File: src/rtl/uart_pkg.sv
`default_nettype none
// ============================================================================
// Module      : uart_pkg
// Description : Shared FSM state type and bit-timing helper for the UART TX.
// Revision    : 1.0 - initial release
// ============================================================================
package uart_pkg;

    typedef enum logic [2:0] {
        IDLE   = 3'd0,
        START  = 3'd1,
        DATA   = 3'd2,
        PARITY = 3'd3,
        STOP   = 3'd4
    } uart_state_t;

    // Integer truncation is intentional: the bit period is a whole number of clocks.
    function automatic int cycles_per_bit(input int clk_hz, input int bit_rate);
        return clk_hz / bit_rate;
    endfunction

endpackage
`default_nettype wire

File: src/rtl/uart_tx_fifo.sv
`default_nettype none
// ============================================================================
// Module      : uart_tx_fifo
// Description : Show-ahead circular FIFO buffering bytes awaiting transmission.
// Revision    : 1.0 - initial release
// ============================================================================
module uart_tx_fifo #(
    parameter int WIDTH = 8,
    parameter int DEPTH = 4
) (
    input  logic                     clk,
    input  logic                     rst,
    input  logic                     push,
    input  logic [WIDTH-1:0]         wr_data,
    input  logic                     pop,
    output logic [WIDTH-1:0]         rd_data,
    output logic                     full,
    output logic                     empty,
    output logic [$clog2(DEPTH):0]   count
);

    localparam int                c_ptr_w = $clog2(DEPTH);
    localparam logic [c_ptr_w:0]  c_depth = (c_ptr_w + 1)'(DEPTH);

    logic [WIDTH-1:0]   r_mem [DEPTH];
    logic [c_ptr_w-1:0] r_wr_ptr;
    logic [c_ptr_w-1:0] r_rd_ptr;
    logic [c_ptr_w:0]   r_count;
    logic               w_push_ok;
    logic               w_pop_ok;

    assign full      = (r_count == c_depth);
    assign empty     = (r_count == '0);
    assign count     = r_count;
    assign rd_data   = r_mem[r_rd_ptr];
    assign w_push_ok = push & ~full;
    assign w_pop_ok  = pop & ~empty;

    always_ff @(posedge clk) begin
        if (w_push_ok) begin
            r_mem[r_wr_ptr] <= wr_data;
        end
    end

    // Pointers wrap naturally because DEPTH is a power of two.
    always_ff @(posedge clk) begin
        if (rst) begin
            r_wr_ptr <= '0;
            r_rd_ptr <= '0;
            r_count  <= '0;
        end else begin
            if (w_push_ok) begin
                r_wr_ptr <= r_wr_ptr + 1'b1;
            end
            if (w_pop_ok) begin
                r_rd_ptr <= r_rd_ptr + 1'b1;
            end
            case ({w_push_ok, w_pop_ok})
                2'b10:   r_count <= r_count + 1'b1;
                2'b01:   r_count <= r_count - 1'b1;
                default: r_count <= r_count;
            endcase
        end
    end

endmodule
`default_nettype wire

File: src/rtl/uart_tx.sv
`default_nettype none
// ============================================================================
// Module      : uart_tx
// Description : Buffered UART transmitter, 8N1 frames by default; defining
//               UART_TX_PARITY_EN inserts an even-parity bit after the data.
// Revision    : 1.0 - initial release
// ============================================================================
module uart_tx
    import uart_pkg::*;
#(
    parameter int CLK_HZ       = 100_000_000,
    parameter int BIT_RATE     = 256000,
    parameter int PAYLOAD_BITS = 8,
    parameter int FIFO_DEPTH   = 4
) (
    input  logic                    clk,
    input  logic                    rst,
    input  logic [PAYLOAD_BITS-1:0] tx_data,
    input  logic                    tx_valid,
    output logic                    tx_ready,
    output logic                    tx,
    output logic                    busy
);

    localparam int                  c_cycles_per_bit = cycles_per_bit(CLK_HZ, BIT_RATE);
    localparam int                  c_baud_w  = (c_cycles_per_bit > 1) ? $clog2(c_cycles_per_bit) : 1;
    localparam logic [c_baud_w-1:0] c_baud_last = c_baud_w'(c_cycles_per_bit - 1);
    localparam int                  c_idx_w   = (PAYLOAD_BITS > 1) ? $clog2(PAYLOAD_BITS) : 1;
    localparam logic [c_idx_w-1:0]  c_idx_last = c_idx_w'(PAYLOAD_BITS - 1);
    localparam int                  c_cnt_w   = $clog2(FIFO_DEPTH) + 1;

    uart_state_t             r_state;
    uart_state_t             w_state_next;
    logic [c_baud_w-1:0]     r_baud_cnt;
    logic [c_baud_w-1:0]     w_baud_next;
    logic [c_idx_w-1:0]      r_bit_idx;
    logic [c_idx_w-1:0]      w_bit_idx_next;
    logic [PAYLOAD_BITS-1:0] r_data;
    logic                    r_tx;
    logic                    r_busy;
    logic                    r_ready_en;
    logic                    w_tx_next;
    logic                    w_bit_end;
    logic                    w_push;
    logic                    w_pop;
    logic [PAYLOAD_BITS-1:0] w_fifo_rd_data;
    logic                    w_fifo_full;
    logic                    w_fifo_empty;
    logic [c_cnt_w-1:0]      w_fifo_count;

    // r_ready_en holds tx_ready low during reset and for the reset edge itself.
    assign tx_ready  = r_ready_en & ~w_fifo_full;
    assign w_push    = tx_valid & tx_ready;
    assign w_bit_end = (r_baud_cnt == c_baud_last);
    assign tx        = r_tx;
    assign busy      = r_busy;

    uart_tx_fifo #(
        .WIDTH (PAYLOAD_BITS),
        .DEPTH (FIFO_DEPTH)
    ) u_fifo (
        .clk     (clk),
        .rst     (rst),
        .push    (w_push),
        .wr_data (tx_data),
        .pop     (w_pop),
        .rd_data (w_fifo_rd_data),
        .full    (w_fifo_full),
        .empty   (w_fifo_empty),
        .count   (w_fifo_count)
    );

    always_comb begin
        w_state_next   = r_state;
        w_bit_idx_next = r_bit_idx;
        w_pop          = 1'b0;
        w_baud_next    = (r_state == IDLE || w_bit_end) ? '0 : r_baud_cnt + 1'b1;
        case (r_state)
            IDLE: begin
                if (!w_fifo_empty) begin
                    w_pop        = 1'b1;
                    w_state_next = START;
                end
            end
            START: begin
                if (w_bit_end) begin
                    w_state_next = DATA;
                end
            end
            DATA: begin
                if (w_bit_end) begin
                    if (r_bit_idx == c_idx_last) begin
                        w_bit_idx_next = '0;
`ifdef UART_TX_PARITY_EN
                        w_state_next   = PARITY;
`else
                        w_state_next   = STOP;
`endif
                    end else begin
                        w_bit_idx_next = r_bit_idx + 1'b1;
                    end
                end
            end
            PARITY: begin
                if (w_bit_end) begin
                    w_state_next = STOP;
                end
            end
            STOP: begin
                // Chain straight into the next start bit when more data waits.
                if (w_bit_end) begin
                    if (!w_fifo_empty) begin
                        w_pop        = 1'b1;
                        w_state_next = START;
                    end else begin
                        w_state_next = IDLE;
                    end
                end
            end
            default: w_state_next = IDLE;
        endcase
    end

`ifdef UART_TX_PARITY_EN
    logic w_parity;
    assign w_parity = ^r_data;
`endif

    always_comb begin
        w_tx_next = 1'b1;
        case (r_state)
            START:   w_tx_next = 1'b0;
            DATA:    w_tx_next = r_data[r_bit_idx];
`ifdef UART_TX_PARITY_EN
            PARITY:  w_tx_next = w_parity;
`endif
            default: w_tx_next = 1'b1;
        endcase
    end

    always_ff @(posedge clk) begin
        if (rst) begin
            r_state    <= IDLE;
            r_baud_cnt <= '0;
            r_bit_idx  <= '0;
            r_data     <= '0;
            r_tx       <= 1'b1;
            r_busy     <= 1'b0;
            r_ready_en <= 1'b0;
        end else begin
            r_state    <= w_state_next;
            r_baud_cnt <= w_baud_next;
            r_bit_idx  <= w_bit_idx_next;
            if (w_pop) begin
                r_data <= w_fifo_rd_data;
            end
            r_tx       <= w_tx_next;
            r_busy     <= w_push | (w_fifo_count != '0) | (r_state != IDLE);
            r_ready_en <= 1'b1;
        end
    end

endmodule
`default_nettype wire

File: config.mk
export PLATFORM = sky130hd
export DESIGN_NAME = uart_tx
export DESIGN_NICKNAME = d
export VERILOG_FILES = /design/src/rtl/uart_pkg.sv /design/src/rtl/uart_tx_fifo.sv /design/src/rtl/uart_tx.sv
export SDC_FILE = /design/constraint.sdc
export NUM_CORES = 1
export LEC_CHECK = 0
export ABC_AREA = 1
export BUFFER_PORTS_ARGS = -buffer_cell sky130_fd_sc_hd__buf_4
export CAP_MARGIN = 40
export CORE_MARGIN = 10
export CORE_UTILIZATION = 50
export CTS_BUF_LIST = sky130_fd_sc_hd__clkbuf_16
export DETAILED_ROUTE_END_ITERATION = 8
export MAX_ROUTING_LAYER = met4
export PLACE_DENSITY = 0.68
export SLEW_MARGIN = 20
export SYNTH_ARGS = -nofsm -noshare
export SYNTH_HDL_FRONTEND = slang
export SYNTH_SLANG_ARGS = --single-unit
File: constraint.sdc
create_clock -name clk -period 4 [get_ports clk]
set_clock_uncertainty 0.1 [all_clocks]
set_input_delay 1 -clock clk [delete_from_list [all_inputs] [get_ports clk]]
set_output_delay 1 -clock clk [all_outputs]
set_load 0.02 [all_outputs]
==> flow_summary.toml <==
[synthesis]
syn-cell-area_mm2 = 0.00305
synthArstFlopShare = 0
netlist_top_cells_area = "edfxtp_1 (32%), dfxtp_1 (22%), nand2_1 (9.4%), inv_1 (7.8%), nand3_1 (6.2%)"
synth_warnings = 0
synth_top_area_cell = "edfxtp_1"
netlist_instances = 363
synth_edf_count = 32
synth_top_area_share = 0.315
ys_seq_elements = 65
ys_seq_area_frac = 0.532
synthFlopType = "dfxtp_1"
synth_nets = 384
syn_area_per_cell_um2 = 8.40
synth_cell_types = 30

[drt]
wire_per_inst_um = 12.0
vias = 2246
drtIter0Drc = 112
via_per_inst = 4.89
ant_nets = 0
drc = 0
firstDrtPassIters = 4
wl_mm = 5.49

[placed_design]
dp_hpwl_mm = 3.75
routabilityCongestion = 0.825
pre_cts_ws_ps = 1230
io_buffers = 13

[timing]
post-route-period-util = 0.647
hold_viol = 0
setup_slack_ps = 1410
fmax_ghz = 0.387
period_minus_slack_ps = 2590
tightestPinTransition_ps = 789
rsz0062_at_grt = "false"
final-setup-viol-count = 0
tns_ps = 0
slew_violations = 0
slew_headroom = 0.472

[run]
drv_cap = 0

[clocking]
ctsHoldBuffers = 0
cts_buffers = 9
insertion_delay_ps = 320
htree_levels = 3
cts_resized = 0
clock_sinks = 65
clockRootBuffer = "clkbuf_16"
cts_tree = "done"
cts_setup_buffers = 0
clockBufferDepth = 2
path_clk_slew_ps = 50

[power_and_ir_drop]
ir_drop_mv = 0.380
power.leakage_uw = 0.00155
p_per_area_mw_per_mm2 = 653

[final_layout]
syn_to_final_growth_pct = 13.8
diodes = 0
fin_nets = 400
final_layout_size_suffix_gt1_frac = 0.117

[global_routing]
grt_max_degree = 21
grt_overflow_total = 0
grt_pass1_vias = 2136
track_usage = 0.124
grt_pass1_wl_mm = 9.60
antenna_found_initial = 0

[die]
core_mm2 = 0.00592
dieArea_mm2 = 0.00962
std_cell_rows = 28
die_h_um = 98.1
io_pins = 14
dieWidth_um = 98.1
initial_utilization = 0.515

[worst_setup_path]
required_ps = 4110
max_stage_delay_ps = 390
crit_type = "reg2reg"
worstSetupEndpointType = "flip-flop"
worstSetupStartpointType = "flip-flop"
path_max_fanout = 11
cp.arrival_ps = 2690
cp_slowest_cell = "dfxtp_1"
path_cells = "ha_1, nand2_1, nor2_2, nand2_4, nand2_4, nand2_2, clkinv_2, ha_1, inv_1, fa_1, a21oi_1, o21ai_0, o21ai_0, a21oi_1"

[outcome]
status = "finished, final reports clean"

[hold_path]
hold_path.class = "reg2reg"
==> path summary, 6_finish.rpt <==
check                                    from               to  slack, ps  cells after the start
worst min-delay path            r_baud_cnt[8]    r_baud_cnt[8]        370                      2
worst max-delay path            r_baud_cnt[0]  u_fifo.count[2]       1410                     14
worst max register to register  r_baud_cnt[0]  u_fifo.count[2]       1410                     14
worst min register to register  r_baud_cnt[8]    r_baud_cnt[8]        370                      2
==> placed cells by master, fill, tap and decap left out, types with 4 or more instances in the layout <==
cell type and instances:
edfxtp_1 32, ha_1 9, buf_4 13, nand2_1 76, inv_2 4, o21ai_0 11, a21oi_1 16, nor2_1 41
dfxtp_1 33, nor2_2 4, nand3_1 38, inv_1 66, nor3_1 4, clkbuf_16 9
==> kinds of logic after synthesis <==
| family | Yosys count | share of synthesized area |
|---|---|---|
| adder cells (fa/ha/maj) | 10 | 0.0435 |
| buffers and inverters | 77 | 0.102 |
| flip-flops | 65 | 0.532 |
| XOR/XNOR | 2 | 0.00575 |
| AO/OA/AOI/OAI | 31 | 0.0550 |
| AND/OR/NAND/NOR | 178 | 0.261 |
==> power by group <==
group / switching (uW) / internal, uW / total (uW)
clock network: 261 / 470 / 731
registers: 90.0 / 802 / 892
logic: 411 / 230 / 642
==> routing by layer <==
layer | GRT usage | vias to the layer above | share of wire
met5 | - | - | 0
li1 | - | 1182 | -
met2 | 0.190 | 35 | 0.46
met1 | 0.145 | 1016 | 0.49
met3 | 0.0275 | 13 | 0.035
met4 | 0.0749 | 0 | 0.020
==> state kept, by name, summed over array words and instances (netlist names) <==
register and flops:
u_fifo.count 3, u_fifo.r_rd_ptr 2, u_fifo.r_mem 32, u_fifo.r_wr_ptr 2, r_state 3, r_bit_idx 3
r_baud_cnt 9, busy 1, r_data 8, r_ready_en 1, tx 1
==> cell type report <==
class / count / area [um^2]
Timing Repair Buffer: 13 / 97.6
Tap cell: 75 / 93.8
Sequential cell: 65 / 1620
Inverter: 69 / 260
Clock inverter: 7 / 55.1
Clock buffer: 9 / 225
Fill cell: 533 / 2450
Multi-Input combinational cell: 221 / 1110
==> synthesized netlist by cell type, types with 3 or more instances <==
master	number
nor2_1	41
a21oi_1	16
inv_1	63
nand3_2	3
nand2_2	3
ha_1	9
o21ai_0	11
nand2_1	76
dfxtp_1	33
nor3_1	4
nor2_2	4
buf_2	5
edfxtp_1	32
nand3_1	38
inv_2	4
==> critical path, delay by kind of cell (launching register included) <==
family / cells / cell delay [ps]
DFF: 1 / 390
buffers and inverters: 2 / 200
and+or+nand+nor: 5 / 560
AOI/OAI and AO/OA: 4 / 480
adders and majority gates: 3 / 720
==> stage by stage <==
stage | total power [uW] | std cells | cell area (um^2) | hold WS, ps | utilization
after detailed placement | 1550 | 443 | 3190 | 370 | 0.538
after floorplan | 1420 | 363 | 3050 | 345 | -
after CTS | 2290 | 459 | 3470 | 374 | 0.586
after global placement | 1540 | 443 | 3190 | 361 | 0.538
final | 2260 | 459 | 3470 | 374 | 0.586
after global routing | 2430 | 459 | 3470 | 391 | 0.586
Power figures use the tool's default switching activity.
